[src/rtl/ps2_pkg.sv]
// Shared constants for the PS/2 keyboard receiver: special scan codes,
// frame length and bit-counter encoding.
package ps2_pkg;

    localparam logic [7:0]  PS2_BREAK      = 8'hF0;
    localparam logic [7:0]  PS2_EXT        = 8'hE0;
    localparam int unsigned PS2_FRAME_BITS = 11;

    localparam int unsigned BIT_CNT_W      = 4;
    localparam logic [BIT_CNT_W-1:0] BIT_IDLE       = 4'd0;
    localparam logic [BIT_CNT_W-1:0] BIT_DATA_FIRST = 4'd1;
    localparam logic [BIT_CNT_W-1:0] BIT_DATA_LAST  = 4'd8;
    localparam logic [BIT_CNT_W-1:0] BIT_PARITY     = 4'd9;
    localparam logic [BIT_CNT_W-1:0] BIT_STOP       = BIT_CNT_W'(PS2_FRAME_BITS - 1);

    // Good frame: stop bit high and odd parity over data plus parity bit.
    function automatic logic frame_ok(input logic [7:0] d, input logic par, input logic stop);
        return stop & (^d ^ par);
    endfunction

endpackage

[src/rtl/ps2_fifo.sv]
// Synchronous circular FIFO with wrap-bit pointers; head is the entry at
// the read pointer and a pop frees space for a same-cycle push.
module ps2_fifo #(
    parameter int unsigned WIDTH = 8,
    parameter int unsigned DEPTH = 8
) (
    input  logic             clk,
    input  logic             rst,
    input  logic             push,
    input  logic             pop,
    input  logic [WIDTH-1:0] din,
    output logic             full,
    output logic             empty,
    output logic [WIDTH-1:0] head
);

    localparam int unsigned AW = $clog2(DEPTH);

    logic [AW:0]      wr_ptr_q, wr_ptr_d;
    logic [AW:0]      rd_ptr_q, rd_ptr_d;
    logic [WIDTH-1:0] mem_q [DEPTH];
    logic [WIDTH-1:0] mem_d [DEPTH];
    logic             do_push;
    logic             do_pop;

    always_comb begin
        empty    = (wr_ptr_q == rd_ptr_q);
        full     = (wr_ptr_q[AW] != rd_ptr_q[AW]) &&
                   (wr_ptr_q[AW-1:0] == rd_ptr_q[AW-1:0]);
        do_pop   = pop & ~empty;
        do_push  = push & (~full | do_pop);
        head     = mem_q[rd_ptr_q[AW-1:0]];
        mem_d    = mem_q;
        wr_ptr_d = wr_ptr_q;
        rd_ptr_d = rd_ptr_q;
        if (do_push) begin
            mem_d[wr_ptr_q[AW-1:0]] = din;
            wr_ptr_d = wr_ptr_q + (AW+1)'(1);
        end
        if (do_pop) begin
            rd_ptr_d = rd_ptr_q + (AW+1)'(1);
        end
    end

    always_ff @(posedge clk or negedge rst) begin
        if (!rst) begin
            wr_ptr_q <= '0;
            rd_ptr_q <= '0;
            for (int unsigned i = 0; i < DEPTH; i++) begin
                mem_q[i] <= '0;
            end
        end else begin
            wr_ptr_q <= wr_ptr_d;
            rd_ptr_q <= rd_ptr_d;
            mem_q    <= mem_d;
        end
    end

endmodule

[src/rtl/ps2_kbd_rx.sv]
// PS/2 keyboard receiver: pin synchronizers, frame bit counter with timeout,
// scan-code FIFO and make/break key tracking.
module ps2_kbd_rx
    import ps2_pkg::*;
#(
    parameter int unsigned FIFO_DEPTH = 8,
    parameter int unsigned TIMEOUT    = 50000
) (
    input  logic       clk,
    input  logic       rst,
    input  logic       ps2_clk,
    input  logic       ps2_data,
    input  logic       rd_en,
    output logic [7:0] data,
    output logic       valid,
    output logic       overflow,
    output logic       frame_err,
    output logic       key_down,
    output logic [7:0] key_code,
    output logic [7:0] press_cnt
);

    localparam int unsigned TMO_W = $clog2(TIMEOUT + 1);

    logic [2:0]           clk_sync_q, clk_sync_d;
    logic [1:0]           dat_sync_q, dat_sync_d;
    logic                 fall_q, fall_d;
    logic                 bit_q, bit_d;
    logic [BIT_CNT_W-1:0] bit_cnt_q, bit_cnt_d;
    logic [7:0]           shift_q, shift_d;
    logic                 parity_q, parity_d;
    logic [TMO_W-1:0]     tmo_q, tmo_d;
    logic                 frame_err_q, frame_err_d;
    logic                 overflow_q, overflow_d;
    logic                 key_down_q, key_down_d;
    logic [7:0]           key_code_q, key_code_d;
    logic [7:0]           press_cnt_q, press_cnt_d;
    logic                 brk_q, brk_d;
    logic                 push_c;
    logic                 pop_c;
    logic                 fifo_full;
    logic                 fifo_empty;

    // Sampled bit and falling-edge strobe are registered, giving the
    // 2 sync + 1 edge + 1 update latency to the outputs.
    always_comb begin
        clk_sync_d = {clk_sync_q[1:0], ps2_clk};
        dat_sync_d = {dat_sync_q[0], ps2_data};
        fall_d     = clk_sync_q[2] & ~clk_sync_q[1];
        bit_d      = dat_sync_q[1];
    end

    always_comb begin
        bit_cnt_d   = bit_cnt_q;
        shift_d     = shift_q;
        parity_d    = parity_q;
        tmo_d       = tmo_q;
        frame_err_d = 1'b0;
        push_c      = 1'b0;
        if (fall_q) begin
            tmo_d = '0;
            if (bit_cnt_q == BIT_IDLE) begin
                if (!bit_q) begin
                    bit_cnt_d = BIT_DATA_FIRST;
                end
            end else if (bit_cnt_q <= BIT_DATA_LAST) begin
                shift_d   = {bit_q, shift_q[7:1]};
                bit_cnt_d = bit_cnt_q + BIT_CNT_W'(1);
            end else if (bit_cnt_q == BIT_PARITY) begin
                parity_d  = bit_q;
                bit_cnt_d = BIT_STOP;
            end else begin
                bit_cnt_d = BIT_IDLE;
                if (frame_ok(shift_q, parity_q, bit_q)) begin
                    push_c = 1'b1;
                end else begin
                    frame_err_d = 1'b1;
                end
            end
        end else if (bit_cnt_q != BIT_IDLE) begin
            if (tmo_q == TMO_W'(TIMEOUT - 1)) begin
                frame_err_d = 1'b1;
                bit_cnt_d   = BIT_IDLE;
                tmo_d       = '0;
            end else begin
                tmo_d = tmo_q + TMO_W'(1);
            end
        end
    end

    // Key tracking sees every good byte, even ones the FIFO has to drop.
    always_comb begin
        pop_c       = rd_en & ~fifo_empty;
        overflow_d  = overflow_q;
        key_down_d  = key_down_q;
        key_code_d  = key_code_q;
        press_cnt_d = press_cnt_q;
        brk_d       = brk_q;
        if (pop_c) begin
            overflow_d = 1'b0;
        end else if (push_c && fifo_full) begin
            overflow_d = 1'b1;
        end
        if (push_c) begin
            if (shift_q == PS2_EXT) begin
                brk_d = brk_q;
            end else if (shift_q == PS2_BREAK) begin
                brk_d = 1'b1;
            end else if (brk_q) begin
                if (shift_q == key_code_q) begin
                    key_down_d = 1'b0;
                end
                brk_d = 1'b0;
            end else if (!key_down_q || shift_q != key_code_q) begin
                press_cnt_d = press_cnt_q + 8'd1;
                key_down_d  = 1'b1;
                key_code_d  = shift_q;
            end
        end
    end

    always_ff @(posedge clk or negedge rst) begin
        if (!rst) begin
            clk_sync_q  <= 3'b111;
            dat_sync_q  <= 2'b11;
            fall_q      <= 1'b0;
            bit_q       <= 1'b1;
            bit_cnt_q   <= BIT_IDLE;
            shift_q     <= 8'h00;
            parity_q    <= 1'b0;
            tmo_q       <= '0;
            frame_err_q <= 1'b0;
            overflow_q  <= 1'b0;
            key_down_q  <= 1'b0;
            key_code_q  <= 8'h00;
            press_cnt_q <= 8'h00;
            brk_q       <= 1'b0;
        end else begin
            clk_sync_q  <= clk_sync_d;
            dat_sync_q  <= dat_sync_d;
            fall_q      <= fall_d;
            bit_q       <= bit_d;
            bit_cnt_q   <= bit_cnt_d;
            shift_q     <= shift_d;
            parity_q    <= parity_d;
            tmo_q       <= tmo_d;
            frame_err_q <= frame_err_d;
            overflow_q  <= overflow_d;
            key_down_q  <= key_down_d;
            key_code_q  <= key_code_d;
            press_cnt_q <= press_cnt_d;
            brk_q       <= brk_d;
        end
    end

    ps2_fifo #(
        .WIDTH (8),
        .DEPTH (FIFO_DEPTH)
    ) u_fifo (
        .clk   (clk),
        .rst   (rst),
        .push  (push_c),
        .pop   (pop_c),
        .din   (shift_q),
        .full  (fifo_full),
        .empty (fifo_empty),
        .head  (data)
    );

    assign valid     = ~fifo_empty;
    assign overflow  = overflow_q;
    assign frame_err = frame_err_q;
    assign key_down  = key_down_q;
    assign key_code  = key_code_q;
    assign press_cnt = press_cnt_q;

endmodule

[config.mk]
export PLATFORM = sky130hd
export DESIGN_NAME = ps2_kbd_rx
export DESIGN_NICKNAME = d
export VERILOG_FILES = /design/src/rtl/ps2_pkg.sv /design/src/rtl/ps2_fifo.sv /design/src/rtl/ps2_kbd_rx.sv
export SDC_FILE = /design/constraint.sdc
export NUM_CORES = 1
export LEC_CHECK = 0
export CORE_MARGIN = 2
export CORE_UTILIZATION = 35
export DETAILED_ROUTE_END_ITERATION = 10
export GPL_ROUTABILITY_DRIVEN = 0
export PLACE_DENSITY = 0.58
export SYNTH_ARGS = -nofsm -noshare
export SYNTH_HDL_FRONTEND = slang
export SYNTH_HIERARCHICAL = 1
export SYNTH_SLANG_ARGS = --single-unit
[constraint.sdc]
create_clock -name clk -period 8.7 [get_ports clk]
set_input_delay 1.305 -clock clk [delete_from_list [all_inputs] [get_ports clk]]
set_output_delay 1.305 -clock clk [all_outputs]
set_load 0.03 [all_outputs]
---- Word-level counts from Yosys, hierarchy flattened ----
Index checks and enable logic that the tools add are counted.
word-level totals
  bits in writable memories ............... 0
  register bits ........................... 128
  memories kept ........................... 0
  bits in read-only memories .............. 0
  bits in latches ......................... 0
cells by class
  $add $sub $neg .......................... 5
  reductions and logical operators ........ 18
  shift-type cells ........................ 0
  order comparisons ....................... 4
  eq/ne operators ......................... 11
  mux-type cells .......................... 34
  divide/modulo/power cells ............... 0
  bitwise gates (word level) .............. 17
  $mul .................................... 0
operators by type and width
  kind                   count
  $bwmux 64              1
  $mux 16                3
  $mux 4                 7
  $bmux 8 s3             1
  $demux 8 s3            1
  $mux 8                 3
  $mux 1                 18
  $add 16x1->16 const B  1
  $eq 16x16->1 const B   1
  $eq 8x8->1 const B     2
  $add 4x1->4 const B    3
  $reduce_and 5->1       2
  $add 8x1->8 const B    1
  $eq 8x8->1             1
  $ge 4x4->1 const B     2
  $ne 8x8->1             1
  $not 1->1              8
  $not 3->4              2
  $reduce_bool 2->1      4
  $reduce_xor 8->1       1
  $reduce_and 3->1       2
  $and 1x1->1            5
  $eq 4x4->1             1
  $eq 4x4->1 const B     1
  15 further kinds       17

---- Logic depth before layout (Yosys ltp) ----
  word-level depth ........................ 11
  gate-level depth with buffers ........... 10
  gate-level depth less buffers ........... 9

---- Modules after synthesis ----
Netlist, hierarchy kept.
modules (own cells, without submodules)
  module      cells each  instances  area each (sq um)
  ps2_fifo    215         1          3,522.1
  ps2_kbd_rx  263         1          2,851.5

---- Worst setup path after synthesis ----
OpenSTA, ideal clock, no wires.
  kind .................................... register to output
  start ................................... reg u_fifo.rd_ptr_q[0]
  end ..................................... out data[0]
  required time ........................... 7.395 ns
  data arrival time ....................... 1.685 ns
  setup slack ............................. 5.710 ns
  cell stages (with the launch flop) ...... 5
  buffers on the path ..................... 2
  cell sequence ........................... dfrtp_1 -> buf_6 -> buf_2 -> mux4_2 -> mux2_2
on the way
  word-level cells in the longest chain between the ends .. 4
RTL lines
  item                                       line              RTL
  start, declared                            ps2_fifo.sv:20    logic [AW:0] rd_ptr_q, rd_ptr_d;
  start signal, assigned                     ps2_fifo.sv:54    rd_ptr_q <= rd_ptr_d;
  $not 3->4 (not written as such)            ps2_fifo.sv:32    head = mem_q[rd_ptr_q[AW-1:0]];
  $bmux 8 s3                                 ps2_fifo.sv:32
  $mux 8 (not written as such) (2 in a row)  ps2_fifo.sv:32
  end, declared                              ps2_kbd_rx.sv:14  output logic [7:0] data,
No other way between the ends. The select of a mux whose other input is x is not followed.

---- Worst setup path after layout ----
  start ................................... reg u_fifo.rd_ptr_q[1]
  end ..................................... out valid
on the way
  word-level cells in the longest chain between the ends .. 2
RTL lines
  item            line               RTL
  $eq 4x4->1      ps2_fifo.sv:27     empty = (wr_ptr_q == rd_ptr_q);
  via fifo_empty  ps2_kbd_rx.sv:42   logic fifo_empty;
  $not 1->1       ps2_kbd_rx.sv:170  assign valid = ~fifo_empty;
  end, declared   ps2_kbd_rx.sv:15   output logic valid,
The timed path passes the listed nets, and every way through them passes these cells.

==> impl_metrics.prom <==
# TYPE chip_impl_metric gauge
chip_impl_metric{name="insertedDiodeCount",unit=""} 0
chip_impl_info{name="worst_setup_path_startpoint",value="u_fifo/rd_ptr_q[1]"} 1
chip_impl_info{name="synthDominantAreaCellType",value="sky130_fd_sc_hd__dfrtp_1"} 1
chip_impl_metric{name="timing.reg2reg.setup_slack",unit="ns"} 4.94
chip_impl_metric{name="clock_tree.buffer_depth",unit=""} 2
chip_impl_metric{name="design.die.area",unit="µm²"} 19300
chip_impl_metric{name="core_area",unit="µm²"} 17900
chip_impl_metric{name="route.vias.total",unit=""} 3849
chip_impl_metric{name="initial_core_util",unit="%"} 35.6
chip_impl_info{name="clock_tree.root_cell",value="sky130_fd_sc_hd__clkbuf_16"} 1
chip_impl_info{name="setup_repair_after_global_routing_missed_its_margin",value="no"} 1
chip_impl_info{name="crit-reg2reg-launch",value="u_fifo/rd_ptr_q[1]"} 1
chip_impl_info{name="main_combinational_cell_family_by_area_after_synthesis",value="multiplexers"} 1
chip_impl_info{name="run_status",value="completed"} 1
chip_impl_metric{name="synth_sequential_area_ratio",unit="%"} 50.4
chip_impl_info{name="top_usage_layer",value="met2"} 1
chip_impl_info{name="critPathTopFamily",value="flip-flops"} 1
chip_impl_info{name="cts_tree",value="yes"} 1
chip_impl_metric{name="global_route.overflow_total",unit=""} 0
chip_impl_metric{name="netlist_instances",unit=""} 478
chip_impl_metric{name="layout_filler_cell_count",unit=""} 1618
chip_impl_metric{name="synth-seq-cells",unit=""} 128
chip_impl_metric{name="tightest_slew",unit="ns"} 1.02
chip_impl_info{name="post-synth-top-count-cell",value="sky130_fd_sc_hd__dfrtp_1"} 1
chip_impl_metric{name="cts_setup_buffers",unit=""} 0
chip_impl_metric{name="vias_per_cell",unit=""} 5.10
chip_impl_info{name="critical_path.cell_chain",value="xor2_2, or2_2, nor3_1, inv_1, clkdlybuf4s50_1"} 1
chip_impl_metric{name="drt_first_pass_iters",unit=""} 4
chip_impl_metric{name="source_to_sink_clock_delay_at_the_later_pin_of_the_worst_skew_pair",unit="ns"} 0.42
chip_impl_metric{name="final_max_slew_viol_count",unit=""} 0
chip_impl_metric{name="number_of_core_rows",unit=""} 49
chip_impl_metric{name="cts_made_buffers",unit=""} 17
chip_impl_info{name="setup.worst_path.start_class",value="flip-flop"} 1
chip_impl_metric{name="dp.final_hpwl",unit="µm"} 8270
chip_impl_metric{name="netlist.area_leader.share",unit="%"} 47.9
chip_impl_metric{name="placement.setup.worst_slack",unit="ns"} 4.86
chip_impl_metric{name="rr_worst_depth",unit=""} 8
chip_impl_metric{name="synth_simple_gate_area_share",unit="%"} 12.6
chip_impl_metric{name="cts.repair.resized",unit=""} 0
chip_impl_metric{name="worst_clock_skew",unit="ns"} 0.00741
chip_impl_metric{name="starting_drc_count_in_detailed_routing",unit=""} 213
chip_impl_metric{name="layout-area-overhead-vs-synth",unit="%"} 18.5
chip_impl_metric{name="postLayoutSetupSlackWorst",unit="ns"} 4.42
chip_impl_metric{name="met2_usage",unit="%"} 23.2
chip_impl_info{name="end_of_the_worst_register_to_register_path",value="u_fifo/mem_q[31]"} 1
chip_impl_metric{name="yosys.cell_types.count",unit=""} 65
chip_impl_metric{name="timing.critical_path.fanout_max",unit=""} 20
chip_impl_metric{name="track_usage",unit="%"} 14.6
chip_impl_metric{name="yosys_warnings",unit=""} 6
chip_impl_metric{name="synth_xor_area_share",unit="%"} 6.14
chip_impl_metric{name="fraction_of_the_mapped_netlist_area_in_compound_gates",unit="%"} 3.63
chip_impl_metric{name="worst_ir_drop_vdd",unit="mV"} 0.169
chip_impl_metric{name="layout_min_cycle_time",unit="ns"} 4.28
chip_impl_metric{name="grt_use_met3",unit="%"} 3.31
chip_impl_metric{name="fin_nets",unit=""} 530
chip_impl_metric{name="path_buf_inv",unit=""} 2
chip_impl_metric{name="syn-num-nets",unit=""} 495
chip_impl_metric{name="route.final.wire_length",unit="µm"} 12900
chip_impl_metric{name="final-hold-violation-count",unit=""} 0
chip_impl_metric{name="cp.required",unit="ns"} 7.39
chip_impl_metric{name="portion_of_the_clock_cycle_consumed_by_the_worst_path_in_the_final_layout",unit="%"} 49.1
chip_impl_metric{name="numPortBuffers",unit=""} 32
chip_impl_info{name="setup.worst_path.end_class",value="output port"} 1
chip_impl_metric{name="gr-usage-met1",unit="%"} 19.3
chip_impl_metric{name="max_slew_margin",unit="%"} 32.0
chip_impl_metric{name="detail-route-antenna-nets",unit=""} 0
chip_impl_metric{name="register_area",unit="µm²"} 3210
chip_impl_metric{name="multiInputGateArea",unit="µm²"} 3020
chip_impl_metric{name="floorplan.die.height",unit="µm"} 139
chip_impl_metric{name="power_density",unit="nW/µm²"} 269
chip_impl_metric{name="clock_sink_count",unit=""} 128
chip_impl_metric{name="postSynthAreaPerCell",unit="µm²"} 13.3
chip_impl_metric{name="antenna_found_initial",unit=""} 0
chip_impl_metric{name="synth_adder_area_share",unit="%"} 2.36
chip_impl_metric{name="cp_data_arrival_time",unit="ns"} 2.97
chip_impl_metric{name="tns",unit="ns"} 0
chip_impl_metric{name="cellLeakagePower",unit="nW"} 3.48
chip_impl_info{name="critPathSlowestCell",value="sky130_fd_sc_hd__dfrtp_1"} 1
chip_impl_metric{name="grt_max_degree",unit=""} 80
chip_impl_info{name="synth_common_cells",value="122 x sky130_fd_sc_hd__dfrtp_1, 63 x sky130_fd_sc_hd__mux2_2, 32 x sky130_fd_sc_hd__nand2_1"} 1
chip_impl_metric{name="synthesis.area",unit="µm²"} 6370
chip_impl_info{name="synth_area_leaders",value="sky130_fd_sc_hd__dfrtp_1 48%, sky130_fd_sc_hd__mux2_2 11%, sky130_fd_sc_hd__mux2_4 5.7%, sky130_fd_sc_hd__mux4_2 5.7%, sky130_fd_sc_hd__xor2_1 3.3%"} 1
chip_impl_metric{name="synth.mux.area_fraction",unit="%"} 22.6
chip_impl_info{name="hold_path.class",value="flip-flop to flip-flop"} 1
chip_impl_metric{name="setup_viol",unit=""} 0
chip_impl_metric{name="holdBufCountCts",unit=""} 0
chip_impl_metric{name="cap_violations",unit=""} 0
chip_impl_metric{name="grt_first_pass_wirelength",unit="µm"} 22100
chip_impl_info{name="synth-main-ff-cell",value="sky130_fd_sc_hd__dfrtp_1"} 1
chip_impl_metric{name="clk_pin_slew",unit="ns"} 0.05
chip_impl_metric{name="synth-edff-count",unit=""} 0
chip_impl_info{name="critPathCapture",value="valid"} 1
chip_impl_info{name="critical_path_class",value="flip-flop to output port"} 1
chip_impl_metric{name="h-tree-depth",unit=""} 4
chip_impl_metric{name="pin_count",unit=""} 33
chip_impl_metric{name="drcViolationCount",unit=""} 0
chip_impl_metric{name="max_freq",unit="MHz"} 234
chip_impl_metric{name="worstSetupPathDepth",unit=""} 5
chip_impl_metric{name="final_layout_size_suffix_gt1_share",unit="%"} 30.6
chip_impl_metric{name="first_global_vias",unit=""} 4061
chip_impl_metric{name="drt-wirelength-per-cell",unit="µm"} 17.1
chip_impl_metric{name="synth_async_sr_flop_share",unit="%"} 100
chip_impl_metric{name="critical_path_s_largest_stage_delay",unit="ns"} 1.00
chip_impl_metric{name="die_w",unit="µm"} 139
[cell type report]
type,instances,area share (%)
flip-flops and latches,128,42.5
clock inverters,9,2.35
multi-input cells,322,40.0
well taps,229,3.79
clock buffers,23,6.46
inverters,10,0.497
repair buffers,34,4.41
[how the worst min path moves through the flow]
stage	depth (start not counted)	slack, ns	startpoint	end
2_1_floorplan	0	0.35	dat_sync_q[1]	bit_q
3_3_place_gp	0	0.35	clk_sync_q[0]	clk_sync_q[1]
3_5_place_dp	0	0.35	dat_sync_q[1]	bit_q
4_1_cts	0	0.36	dat_sync_q[1]	bit_q
5_1_grt	0	0.36	clk_sync_q[0]	clk_sync_q[1]
6_report	0	0.35	clk_sync_q[0]	clk_sync_q[1]
[state kept, by name, indices dropped and copies added, names as in the netlist]
signal	cells
parity_q	1
bit_cnt_q	4
key_code	8
overflow	1
brk_q	1
tmo_q	16
u_fifo/rd_ptr_q	4
shift_q	8
clk_sync_q	3
u_fifo/mem_q	64
dat_sync_q	2
frame_err	1
key_down	1
bit_q	1
fall_q	1
u_fifo/wr_ptr_q	4
press_cnt	8
[power by group]
group	total, mW	internal [mW]	switching (mW)
clock network	0.800	0.539	0.261
registers	0.778	0.643	0.135
logic	0.453	0.222	0.231
total	2.03	1.40	0.627
[cell families after synthesis]
kind of cell,count (synthesis)
XOR/XNOR,37
buffers and inverters,28
AO/OA/AOI/OAI,36
AND/OR/NAND/NOR,133
multiplexers,104
adder cells (fa/ha/maj),12
flip-flops,128
[metrics by stage]
| stage | total power, mW | hold WS [ns] | cells | util, % | cell area, µm² |
|---|---|---|---|---|---|
| global placement | 1.24 | 0.346 | 723 | 38.5 | 6890 |
| global route | 2.14 | 0.363 | 755 | 42.2 | 7550 |
| finish | 2.03 | 0.354 | 755 | 42.2 | 7550 |
| floorplan | 1.13 | 0.345 | 478 | - | 6370 |
| detailed placement | 1.25 | 0.347 | 723 | 38.5 | 6890 |
| CTS | 2.05 | 0.356 | 755 | 42.2 | 7550 |
[metal layers]
metal | part of all wire (%) | vias up
met1 | 47 | 1971
met4 | 2.1 | 0
met3 | 3.1 | 20
met5 | 0 | -
met2 | 48 | 58
li1 | - | 1800
[layout by cell type (no fill, tap or decap), drive strengths merged, types with 12 or more instances in the layout]
cell type,instances
mux2,88
ha,12
o21ai,14
nand3,13
mux4,16
nor2,24
clkbuf,23
clkdlybuf4s50,31
xor2,26
nand2,35
dfrtp,122
No activity file was read; power rests on OpenSTA's default activity.
==> variant, RTL diff (config.mk and constraints unchanged) <==
Compare `bit_cnt_q` against `BIT_PARITY` with >= in place of ==.
--- a/src/rtl/ps2_kbd_rx.sv
+++ b/src/rtl/ps2_kbd_rx.sv
@@ -67,5 +67,5 @@
                 shift_d   = {bit_q, shift_q[7:1]};
                 bit_cnt_d = bit_cnt_q + BIT_CNT_W'(1);
-            end else if (bit_cnt_q == BIT_PARITY) begin
+            end else if (bit_cnt_q >= BIT_PARITY) begin
                 parity_d  = bit_q;
                 bit_cnt_d = BIT_STOP;
Behaviour: same outputs for any inputs over 10 cycles, from zero or initial values and one cycle with rst low; that may be too few to reach the edited logic, so the function may still have changed.
==> variant against the original RTL <==
- die area fell by 0.69%
- area after synthesis fell by 0.71%
- wire length fell by 0.12%
- hold slack got worse by 0.0014 ns
- worst setup slack got worse by 0.050 ns
- total power fell by 3.4%
- sequential power rose by 3.6%
- sequential cell count did not move
- register-to-register slack got worse by 0.07 ns
- design area fell by 1.3%
- critical path type unchanged
- largest cell class unchanged
- largest power group is now registers
- highest routed layer unchanged
==> variant: results (changes against the original RTL) <==
The delay of the slowest critical-path stage came out at 0.80 ns (-0.20 ns). The clock group share of total power came out at 37.5% (-1.9 points). The family of cells with the greatest summed delay on the critical path is buffers and inverters. The largest net degree at the start of global routing is 82 (+2.5%). The number of vias per cell after detailed routing is 5.029 (-1.3%). The post-route clock skew is 0.01081 ns (+0.003398 ns).

The number of nets in the finished design was 526 (-0.75%). The run finished with clean final reports. The worst-case clock buffer depth came to 2 (unchanged). The share of final-layout standard cells stronger than drive strength 1 came out at 31.48% (+0.87 points). The count of port buffers added during placement came to 32 (unchanged). The setup slack of the worst register-to-register path came out at 4.87 ns (-0.07 ns). The global-route total usage across every layer came out at 14.64% (+0.016 points). The worst slack after detailed placement is 4.762 ns (-0.09558 ns). The first-pass GRT wire length came out at 22.10 mm (-0.19%). The startpoint of the most critical setup path is u_fifo/rd_ptr_q[0]$_DFFE_PN0P_. The maximum fanout along the worst path came out at 11 (-45%). The worst vdd rail ir drop came out at 0.1478 mV (-13%). The net switching fraction of the power came out at 32.58% (+1.7 points). The reg-to-reg endpoint is u_fifo/mem_q[31]$_DFFE_PN0P_. The adder-cell share of the synthesized area came to 2.570% (+0.21 points). The worst hold path terminates at bit_q$_DFF_PN1_. The xor/xnor share of the synthesized area is 6.267% (+0.12 points). The antenna cell count was 0 (unchanged). The via count of the first global-routing pass came to 4100 (+0.96%).

The compound-gate portion of the synthesized area came to 3.420% (-0.21 points). The number of H-tree levels came out at 4 (unchanged). The critical path ends at data[7]. The routed wirelength normalized by instance count came out at 17.23 um (+0.55%). The clock-pin transition on the worst setup and hold timing paths came out at around 0.060 ns. By area the synthesized netlist is led by sky130_fd_sc_hd__dfrtp_1 (48%), sky130_fd_sc_hd__mux2_2 (13%), sky130_fd_sc_hd__mux4_2 (5.7%). The transition time at the pin with the least slew margin came to 1.069 ns (+0.04831 ns). The area of the die is 19170 um2 (-0.69%). The share of the yosys chip area belonging to registers came out at 50.73% (+0.36 points). The number of search-and-repair iterations in the first detailed-routing pass is 6 (+2). The arrival time reported for the critical path endpoint is 3.02 ns (+0.05 ns). The power in the clock group came out at 737 uW (-7.9%). The static leakage is 3.417 nW (-1.9%). The sum of net half-perimeters after detailed placement is 8.411 mm (+1.7%).

The proportion of synthesized area in mux cells is 22.40% (-0.21 points). The starting DRC count in detailed routing is 148 (-31%). The power attributed to combinational cells is 420 uW (-7.3%). Ranked by instance count, the synthesized netlist is headed by sky130_fd_sc_hd__dfrtp_1 (122), sky130_fd_sc_hd__mux2_2 (72), sky130_fd_sc_hd__xor2_1 (27), sky130_fd_sc_hd__nand2_1 (26), sky130_fd_sc_hd__nor2_1 (24). The number of cells on the worst hold path is 0 (unchanged). The worst hold path begins at dat_sync_q[1]$_DFF_PN1_. The post-synthesis net count was 489 (-1.2%). The cell area after placement is 6840 um2 (-0.69%).

The count of cell types in the netlist came out at 61 (-6.2%). The final worst setup slack came out at 4.374 ns (-0.04998 ns).
-- variant: kinds of logic (layout without fill, tap and decap cells) --
group,Yosys count,in the layout
adders and majority gates,13,13
AOI/OAI and AO/OA,34,34
buffers and inverters,30,80
xor gates and xnor gates,39,39
DFF,128,128
and+or+nand+nor,122,122
muxes,105,105
-- variant: final cells by class --
type | instances | area, um2
Fill cell | 1646 | 10390
Sequential cell | 128 | 3211
Multi-Input combinational cell | 313 | 2958
Clock buffer | 20 | 456.7
Timing Repair Buffer | 34 | 332.8
Tap cell | 229 | 286.5
Clock inverter | 12 | 157.7
Inverter | 14 | 52.55
-- variant: metal layers --
metal	routed length, um	share of wire (%)	track usage [%]
met5	0	0	0
met4	126	0.98	4.672
met3	520	4.0	4.330
met2	6208	48	22.82
met1	6064	47	19.75
-- variant: through the flow --
step,std cells,hold slack [ns]
after floorplan,471,0.3452
after global placement,718,0.3463
after detailed placement,718,0.3495
after CTS,750,0.3556
after global routing,750,0.3592
final,750,0.3530
